File: config.mk
export PLATFORM = sky130hd
export DESIGN_NAME = assert_event_logger_flat
export DESIGN_NICKNAME = d
export VERILOG_FILES = /design/src/rtl/assert_log_pkg.sv /design/src/rtl/assert_log_if.sv /design/src/rtl/assert_log_fifo.sv /design/src/rtl/assert_event_logger.sv /design/src/flat_wrapper.sv
export SDC_FILE = /design/constraint.sdc
export NUM_CORES = 1
export LEC_CHECK = 0
export ABC_AREA = 1
export CAP_MARGIN = 30
export CORE_ASPECT_RATIO = 1.1
export CORE_MARGIN = 2
export CORE_UTILIZATION = 30
export DETAILED_ROUTE_END_ITERATION = 6
export PLACE_DENSITY_LB_ADDON = 0.08
export SYNTH_ARGS = -nofsm -noshare
export SYNTH_HDL_FRONTEND = slang
export SYNTH_SLANG_ARGS = --single-unit
File: constraint.sdc
create_clock -name clock -period 2.6 [get_ports clock]
set_clock_uncertainty 0.15 [all_clocks]
set_input_delay 0.52 -clock clock [delete_from_list [all_inputs] [get_ports clock]]
set_output_delay 0.52 -clock clock [all_outputs]
set_load 0.005 [all_outputs]
File: src/rtl/assert_log_pkg.sv
// Shared types and default configuration for the assertion event logger.
package assert_log_pkg;

  localparam int unsigned NumSrcDefault = 4;
  localparam int unsigned DepthDefault  = 8;
  localparam int unsigned TsWDefault    = 16;
  localparam int unsigned MaxSrc        = 16;
  localparam int unsigned MaxTsW        = 32;

  // One logged violation: which sources failed and when, at the widest supported sizes.
  typedef struct packed {
    logic [MaxSrc-1:0] mask;
    logic [MaxTsW-1:0] ts;
  } rec_t;

  function automatic logic [15:0] sat_inc16(input logic [15:0] v);
    return (v == 16'hFFFF) ? v : v + 16'd1;
  endfunction

endpackage

File: src/rtl/assert_log_if.sv
// Record read-out handshake between the logger (master) and its reader (slave).
interface assert_log_if
  import assert_log_pkg::*;
#(
  parameter int unsigned NUM_SRC = NumSrcDefault,
  parameter int unsigned TS_W    = TsWDefault
) ();

  logic               rec_valid_o;
  logic               rec_ready_i;
  logic [NUM_SRC-1:0] rec_mask_o;
  logic [TS_W-1:0]    rec_ts_o;

  modport master (
    output rec_valid_o,
    output rec_mask_o,
    output rec_ts_o,
    input  rec_ready_i
  );

  modport slave (
    input  rec_valid_o,
    input  rec_mask_o,
    input  rec_ts_o,
    output rec_ready_i
  );

endinterface

File: src/rtl/assert_log_fifo.sv
// Record buffer for the event logger: circular storage with pointers and an occupancy count.
module assert_log_fifo #(
  parameter int unsigned DEPTH = 8,
  parameter int unsigned WIDTH = 4
) (
  input  logic             clock,
  input  logic             reset,
  input  logic             clear_i,
  input  logic             push_i,
  input  logic             pop_i,
  input  logic [WIDTH-1:0] wdata_i,
  output logic [WIDTH-1:0] rdata_o,
  output logic             empty_o,
  output logic             full_o
);

  localparam int unsigned AW = $clog2(DEPTH);

  logic [AW-1:0]    wptr_q;
  logic [AW-1:0]    rptr_q;
  logic [AW:0]      cnt_q;
  logic [WIDTH-1:0] mem_q [DEPTH];
  logic             do_push;
  logic             do_pop;

  assign empty_o = (cnt_q == '0);
  assign full_o  = (cnt_q == (AW+1)'(DEPTH));
  assign do_pop  = pop_i & ~empty_o;
  // A full buffer still takes a push when the head leaves in the same cycle.
  assign do_push = push_i & (~full_o | do_pop);

  // Empty reads as zero so the head fields are clean after reset or flush.
  assign rdata_o = empty_o ? '0 : mem_q[rptr_q];

  always_ff @(posedge clock) begin
    if (reset || clear_i) begin
      wptr_q <= '0;
      rptr_q <= '0;
      cnt_q  <= '0;
    end else begin
      if (do_push) wptr_q <= wptr_q + AW'(1);
      if (do_pop)  rptr_q <= rptr_q + AW'(1);
      case ({do_push, do_pop})
        2'b10:   cnt_q <= cnt_q + (AW+1)'(1);
        2'b01:   cnt_q <= cnt_q - (AW+1)'(1);
        default: cnt_q <= cnt_q;
      endcase
    end
  end

  always_ff @(posedge clock) begin
    if (do_push) mem_q[wptr_q] <= wdata_i;
  end

endmodule

File: src/rtl/assert_event_logger.sv
// Assertion event logger: captures violation cycles into a record FIFO with counters/stickies.
// Optional timestamping is enabled by defining ASSERT_LOG_TIMESTAMP_EN.
module assert_event_logger
  import assert_log_pkg::*;
#(
  parameter int unsigned NUM_SRC = NumSrcDefault,
  parameter int unsigned DEPTH   = DepthDefault,
  parameter int unsigned TS_W    = TsWDefault
) (
  input  logic               clock,
  input  logic               reset,
  input  logic               enable_i,
  input  logic               clear_i,
  input  logic [NUM_SRC-1:0] fail_i,
  assert_log_if.master       rec,
  output logic               any_fail_o,
  output logic               overflow_o,
  output logic [15:0]        fail_cnt_o
);

`ifdef ASSERT_LOG_TIMESTAMP_EN
  localparam int unsigned RecW = NUM_SRC + TS_W;
`else
  localparam int unsigned RecW = NUM_SRC;
`endif

  logic            event_w;
  logic            pop_w;
  logic            fifo_empty;
  logic            fifo_full;
  logic [RecW-1:0] wdata;
  logic [RecW-1:0] rdata;

  assign event_w = enable_i & (|fail_i);
  assign pop_w   = rec.rec_valid_o & rec.rec_ready_i;

  assign rec.rec_valid_o = ~fifo_empty;
  assign rec.rec_mask_o  = rdata[NUM_SRC-1:0];

`ifdef ASSERT_LOG_TIMESTAMP_EN
  logic [TS_W-1:0] ts_q;

  always_ff @(posedge clock) begin
    if (reset || clear_i) ts_q <= '0;
    else                  ts_q <= ts_q + TS_W'(1);
  end

  assign wdata          = {ts_q, fail_i};
  assign rec.rec_ts_o   = rdata[RecW-1:NUM_SRC];
`else
  assign wdata          = fail_i;
  assign rec.rec_ts_o   = {TS_W{1'b0}};
`endif

  assert_log_fifo #(
    .DEPTH(DEPTH),
    .WIDTH(RecW)
  ) u_fifo (
    .clock   (clock),
    .reset   (reset),
    .clear_i (clear_i),
    .push_i  (event_w & ~clear_i),
    .pop_i   (pop_w & ~clear_i),
    .wdata_i (wdata),
    .rdata_o (rdata),
    .empty_o (fifo_empty),
    .full_o  (fifo_full)
  );

  // Dropped events still count as violations; only the record is lost.
  always_ff @(posedge clock) begin
    if (reset || clear_i) begin
      any_fail_o <= 1'b0;
      overflow_o <= 1'b0;
      fail_cnt_o <= 16'h0000;
    end else if (event_w) begin
      any_fail_o <= 1'b1;
      fail_cnt_o <= sat_inc16(fail_cnt_o);
      if (fifo_full && !pop_w) overflow_o <= 1'b1;
    end
  end

endmodule

File: src/flat_wrapper.sv
// flat-port wrapper written by rule: the top's interface ports become plain ports
module assert_event_logger_flat import assert_log_pkg::*;
#(
  parameter int unsigned NUM_SRC = NumSrcDefault,
  parameter int unsigned DEPTH   = DepthDefault,
  parameter int unsigned TS_W    = TsWDefault
)
  (clock, reset, enable_i, clear_i, fail_i, any_fail_o, overflow_o, fail_cnt_o, rec_rec_valid_o, rec_rec_mask_o, rec_rec_ts_o, rec_rec_ready_i);
  assert_log_if #(.NUM_SRC(NUM_SRC), .TS_W(TS_W)) rec_i ();
  input  logic clock;
  input  logic reset;
  input  logic enable_i;
  input  logic clear_i;
  input  logic [NUM_SRC-1:0] fail_i;
  output logic any_fail_o;
  output logic overflow_o;
  output logic [15:0] fail_cnt_o;
  output wire logic [$bits(rec_i.rec_valid_o)-1:0] rec_rec_valid_o;
  output wire logic [$bits(rec_i.rec_mask_o)-1:0] rec_rec_mask_o;
  output wire logic [$bits(rec_i.rec_ts_o)-1:0] rec_rec_ts_o;
  input wire logic [$bits(rec_i.rec_ready_i)-1:0] rec_rec_ready_i;
  assign rec_rec_valid_o = rec_i.rec_valid_o;
  assign rec_rec_mask_o = rec_i.rec_mask_o;
  assign rec_rec_ts_o = rec_i.rec_ts_o;
  assign rec_i.rec_ready_i = rec_rec_ready_i;
  assert_event_logger #(.NUM_SRC(NUM_SRC), .DEPTH(DEPTH), .TS_W(TS_W)) u_core (.clock(clock), .reset(reset), .enable_i(enable_i), .clear_i(clear_i), .fail_i(fail_i), .rec(rec_i), .any_fail_o(any_fail_o), .overflow_o(overflow_o), .fail_cnt_o(fail_cnt_o));
endmodule
==> metrics.txt, run 1 <==
status=finished clean; later-pin clock latency in the skew report=about 340 ps; share of cells above drive strength 1=17.61%; vias in the first global route=2450; Initial Util=roughly 31%; Placed Area=3666 sq um; die area=11100 sq um; actual slew at the worst max-slew pin=533.8 ps; Final Cycle Share=89.35%; Die Y=110.3 um; CTS tree=built; drt wl/cell=13.32 um; Max-Slew Margin vs Limit=64.37%; Final Setup Violations=0; Global Route Usage Sum=14.38%; standard-cell rows=38; flop and latch count out of synthesis=63; Yosys cell types=35; vias=2400; reg2reg start=u_core.u_fifo.cnt_q[2]; final instance area=3894 sq um; global route overflow=0; sw frac=22.29%; Pwr Density=around 530 nW/um^2; Seq pwr share=51.2%; FMAX=430.4 MHz; Syn Inst Count=357; worst hold path startpoint=u_core.u_fifo.rptr_q[2]; first-pass GRT wire length=11950 um; grt met3 use=2.396%; Max Cap Viol=0; worst hold slack=315.4 ps; internal power=1.609 mW; count of pins over their slew limit=0; CTS Root Cell=clkbuf_8; clock network fraction of design power=41.7%; DP Wirelength=5399 um; Final Util=39.18%; Pre-antenna DRT Iters=4; Mapped Area=3082 sq um; met2 GRT Util=26.14%; # DRC=0; Clock Sink Count=63; CTS buffer count=9; Layout area overhead=26.35%; input/output buffers=31; Post-Place Setup Slack=-61.83 ps; ant diodes=0; Leak=about 1.5 nW; final setup TNS=0 ps; sequential fraction of the synthesis area=51.32%; Final WS setup=around 280 ps; worst vdd ir=222.0 uV; critical path class=register to output pin; final std cells w/o fill=around 550; Max Buffers Root-to-Sink=2; Core Area=about 9900 sq um; GR Util met1=16.00%; antenna viol nets, final=0; CP max FO=9; Initial DRC Count=70; Clock transition at path regs=70 ps; CP endpoint kind=output pin; yosys warns=0; I/O pin cnt=48; Avg Cell Area, Syn=8.632 sq um; crit path DAT=1650 ps; Critical Path RT=1930 ps; fin nets=between 400 and 500; power after layout=2.071 mW; initial antenna violation count=0; critical path startpoint category=register; min Tclk post-route=2323 ps; Worst Hold Depth=2; post-DR vias/cell=4.396; busiest grt layer=met2; pin count of the biggest net entering global routing=17; drt total wl=7273 um; reg2reg path depth=14; Fill cells=1043; RSZ-0062 raised after global routing=no; RD Place Congestion=roughly 0.74; logic gate share of total power=~7.1%; Max H-tree Level=3; Final Hold Viols=0; Die Span X=around 100 um; Hold WC Path Type=register to register; NetSw=461.7 uW; Cells after DPL=529
[cell usage after synthesis, drive strengths merged]
master	number	area share, %
nor2	66	8.3
nand2	61	8.2
inv	42	5.1
o21ai	35	5.8
edfxtp	32	31
dfxtp	31	20
buf	22	5.3
a21oi	18	3.3
nor3	12	3.1
nand3	11	2.4
ha	5	2.0
xor2	5	1.4
a31oi	4	0.81
o22ai	4	0.81
clkbuf	2	0.24
a21o	1	0.24
conb	1	0.12
fa	1	0.65
nand3b	1	0.24
nand4	1	0.20
nor4	1	0.20
xnor2	1	0.28
[kinds of logic (layout without fill, tap and decap cells)]
| group | Yosys count | after routing | share of synthesized area (%) |
|---|---|---|---|
| flip-flops | 63 | 63 | 51.32 |
| adder cells (fa/ha/maj) | 6 | 6 | 2.680 |
| AND/OR/NAND/NOR | 153 | 153 | 22.57 |
| XOR/XNOR | 6 | 6 | 1.705 |
| buffers and inverters | 66 | 120 | 10.64 |
| AO/OA/AOI/OAI | 62 | 62 | 10.96 |
| other | 1 | 16 | 0.1217 |
[worst paths after layout]
path / slack [ps] / to
max: 280 / rec_rec_mask_o[0]
min: 320 / register
max reg2reg: 620 / u_core.u_fifo.cnt_q[3]
min reg2reg: 320 / register
[cells in the final DEF, fill, tap and decap left out, types with 2 or more instances in the layout]
cell type        synthesis  final
a21oi_1                 15     15
a21oi_2                  3      3
a31oi_1                  4      4
buf_4                   16     29
clkbuf_1                 2      2
clkbuf_8                 0     11
clkdlybuf4s50_1          0     27
conb_1                   1     16
dfxtp_1                 31     29
dlygate4sd2_1            0      4
edfxtp_1                32     32
ha_1                     5      5
inv_1                   38     36
inv_2                    4      5
nand2_1                 56     56
nand2_2                  3      3
nand2_4                  2      2
nand3_1                  9      9
nor2_1                  63     63
nor2_2                   3      3
nor3_1                   6      6
nor3_2                   5      5
o21ai_0                 33     33
o22ai_1                  4      2
o22ai_2                  0      2
xor2_1                   5      5
[sequential cells by signal, indices dropped and copies added, names as in the netlist, named ones only]
| name | count |
|---|---|
| u_core.u_fifo.wptr_q | 3 |
| u_core.u_fifo.rptr_q | 3 |
| u_core.u_fifo.cnt_q | 4 |
| u_core.u_fifo.mem_q | 32 |
| u_core.fail_cnt_o | 16 |
| u_core.any_fail_o | 1 |
| u_core.overflow_o | 1 |
[final cells by class]
type	instances	area (sq um)	share of cell area [%]
multi-input cells	243	1241	31.88
clock buffers	13	158.9	4.081
inverters	42	160.2	4.113
repair buffers	62	554.3	14.24
clock inverters	3	42.54	1.093
flip-flops and latches	63	1587	40.75
well taps	120	150.1	3.856
[routing by layer]
layer | part of all wire [%] | wire length [um]
met1 | 43 | 3143
met2 | 51 | 3713
met3 | 3.3 | 243
met4 | 2.4 | 173
met5 | 0 | 0
[worst max-delay path: stages, from the launching register on]
cell and delay, ps:
dfxtp_4 400, inv_4 70, o21ai_0 200, o22ai_2 140
o21ai_0 170, a31oi_1 60, dlygate4sd2_1 270
[what timing repair did]
item                                    4_1_cts  5_1_grt
buffers inserted                              1        0
resized for setup                            14        0
endpoints found under the setup margin        4        0
hold buffers                                  0        0
endpoints found under the hold margin         0        0
[power by group through the flow]
stage	sequential, mW	combinational [mW]	clock (mW)
after global placement	1.08	0.151	0
after floorplan	1.08	0.0914	0
final	1.06	0.148	0.864
after global routing	1.06	0.169	0.931
after detailed placement	1.08	0.151	0
after CTS	1.06	0.151	0.898
Power figures use the tool's default switching activity.
==> inputs of run 2 (changes only) <==
Settings changed: TNS_END_PERCENT set to 50.
==> results of run 2 <==
Final layout, timing and power as in run 1 (identical DEF).
==> inputs of run 3 (changes only) <==
Settings changed: MAX_ROUTING_LAYER set to met4.
==> metrics.txt, run 3 (synthesis gave the netlist of run 1 again) <==
status=finished clean; global route overflow=0 (unchanged); first-pass GRT wire length=11960 um (about the same); DP Wirelength=5399 um (unchanged); Initial DRC Count=70 (unchanged); CP max FO=9 (unchanged); worst-path cell chain=inv_4, o21ai_0, o22ai_2, o21ai_0, a31oi_1, dlygate4sd2_1; FMAX=431.2 MHz (+0.18%); CTS tree=built; RSZ-0062 raised after global routing=no; share of cells above drive strength 1=17.61% (unchanged); most common cell after layout, fill and taps aside=nor2_1; Hold WC Path Type=register to register; min Tclk post-route=2319 ps (-4.067 ps); max reg flops=32 (unchanged); Critical Path RT=1930 ps (about the same); Seq pwr share=51.2% (about the same); drt wl/cell=13.30 um (-0.14%); Final Setup Violations=0 (unchanged); post-DR vias/cell=4.396 (unchanged); worst vdd ir=222.0 uV (about the same); NetSw=461.0 uW (-0.15%); final instance area=3894 sq um (unchanged); Regs by FF count=u_core.u_fifo.mem_q x32, u_core.fail_cnt_o x16, u_core.u_fifo.cnt_q x4; # DRC=0 (unchanged); crit path DAT=1650 ps (about the same); drt total wl=7263 um (-0.14%); final std cells w/o fill=546 (unchanged); vias in the first global route=2455 (+0.20%); Clock transition at path regs=70 ps (about the same); Max Cap Viol=0 (unchanged); antenna viol nets, final=0 (unchanged); ant diodes=0 (unchanged); CP most frequent cell=o21ai_0; power after layout=2.070 mW (about the same); largest register by flop count=u_core.u_fifo.mem_q; Final Hold Viols=0 (unchanged); Max H-tree Level=3 (unchanged); Clock Sink Count=63 (unchanged); Initial Util=31.01% (unchanged); count of pins over their slew limit=0 (unchanged); critical path startpoint category=register; pin count of the biggest net entering global routing=17 (unchanged); CP peak stage delay=400 ps (about the same); CP endpoint kind=output pin; clock network fraction of design power=41.7% (about the same); input/output buffers=31 (unchanged); standard-cell rows=38 (unchanged); I/O pin cnt=48 (unchanged); logic gate share of total power=7.1% (about the same); Die Y=110.3 um (unchanged); Final Cycle Share=89.20% (-0.16 points); Pwr Density=531.7 nW/um^2 (about the same); fin nets=436 (unchanged); vias=2400 (unchanged); Max Buffers Root-to-Sink=2 (unchanged); Die Span X=100.6 um (unchanged); RD Place Congestion=0.7525 (+1.3%); Crit-path slowest cell=dfxtp_4; Layout area overhead=26.35% (unchanged); later-pin clock latency in the skew report=340 ps (about the same); Cells after DPL=529 (unchanged); CTS buffer count=9 (unchanged); actual slew at the worst max-slew pin=525.8 ps (-7.996 ps); sw frac=22.27% (-0.027 points); Global Route Usage Sum=14.81% (+0.43 points); Placed Area=3666 sq um (unchanged); Leak=1.485 nW (unchanged); initial antenna violation count=0 (unchanged); critical path class=register to output pin; most frequent cells in the layout=nor2_1 (63), nand2_1 (56), inv_1 (36); Pre-antenna DRT Iters=4 (unchanged); die area=11100 sq um (unchanged); internal power=1.609 mW (about the same); CTS Root Cell=clkbuf_8; hold_buf cts=0 (unchanged); Core Area=9937 sq um (unchanged); Max-Slew Margin vs Limit=64.91% (+0.53 points)
-- run 3: worst max-delay path, delay by kind of cell, from the launching register on --
family | cells | cell delay (ps)
compound gates | 4 | 570
flops | 1 | 400
buf+inv | 2 | 340
-- run 3: final timing paths --
path | cells after the start | slack [ps] | end | startpoint
max reg2reg | 14 | 620 | u_core.u_fifo.cnt_q[3] | u_core.u_fifo.cnt_q[2]
max | 6 | 280 | rec_rec_mask_o[0] | register
min reg2reg | 2 | 320 | register | u_core.u_fifo.rptr_q[2]
min | 2 | 320 | register | u_core.u_fifo.rptr_q[2]
-- run 3: power groups by stage --
stage | clock [mW] | sequential (mW) | combinational, mW
final | 0.863 | 1.06 | 0.148
after detailed placement | 0 | 1.08 | 0.151
after global routing | 0.933 | 1.06 | 0.169
after floorplan | 0 | 1.08 | 0.0914
after CTS | 0.898 | 1.06 | 0.151
after global placement | 0 | 1.08 | 0.151
-- run 3: stage by stage --
| stage | setup WS [ps] | TNS (ps) | hold slack [ps] | util [%] |
|---|---|---|---|---|
| 2_1_floorplan | 514.9 | 0 | 283.4 | - |
| 3_3_place_gp | -41.32 | -41.32 | 301.7 | 36.89 |
| 3_5_place_dp | -61.83 | -61.83 | 304.8 | 36.89 |
| 4_1_cts | 211.8 | 0 | 316.9 | 39.18 |
| 5_1_grt | 30.64 | 0 | 355.2 | 39.18 |
| 6_report | 280.9 | 0 | 315.4 | 39.18 |
-- run 3: cell type report --
type | count | area (sq um)
well taps | 120 | 150.1
multi-input cells | 243 | 1241
fillers | 1043 | 6043
repair buffers | 62 | 554.3
inverters | 42 | 160.2
clock inverters | 3 | 42.54
clock buffers | 13 | 158.9
flip-flops and latches | 63 | 1587
-- run 3: metal layers --
metal	GRT usage, %	share of wire [%]	wire length [um]
met1	16.24	44	3177
met2	26.10	51	3723
met3	2.144	2.7	194
met4	7.730	2.3	167
met5	-	0	0
-- run 3: repair_timing --
item                       4_1_cts  5_1_grt
setup endpoints to repair        4        0
resized for setup               14        0
setup buffers                    1        0
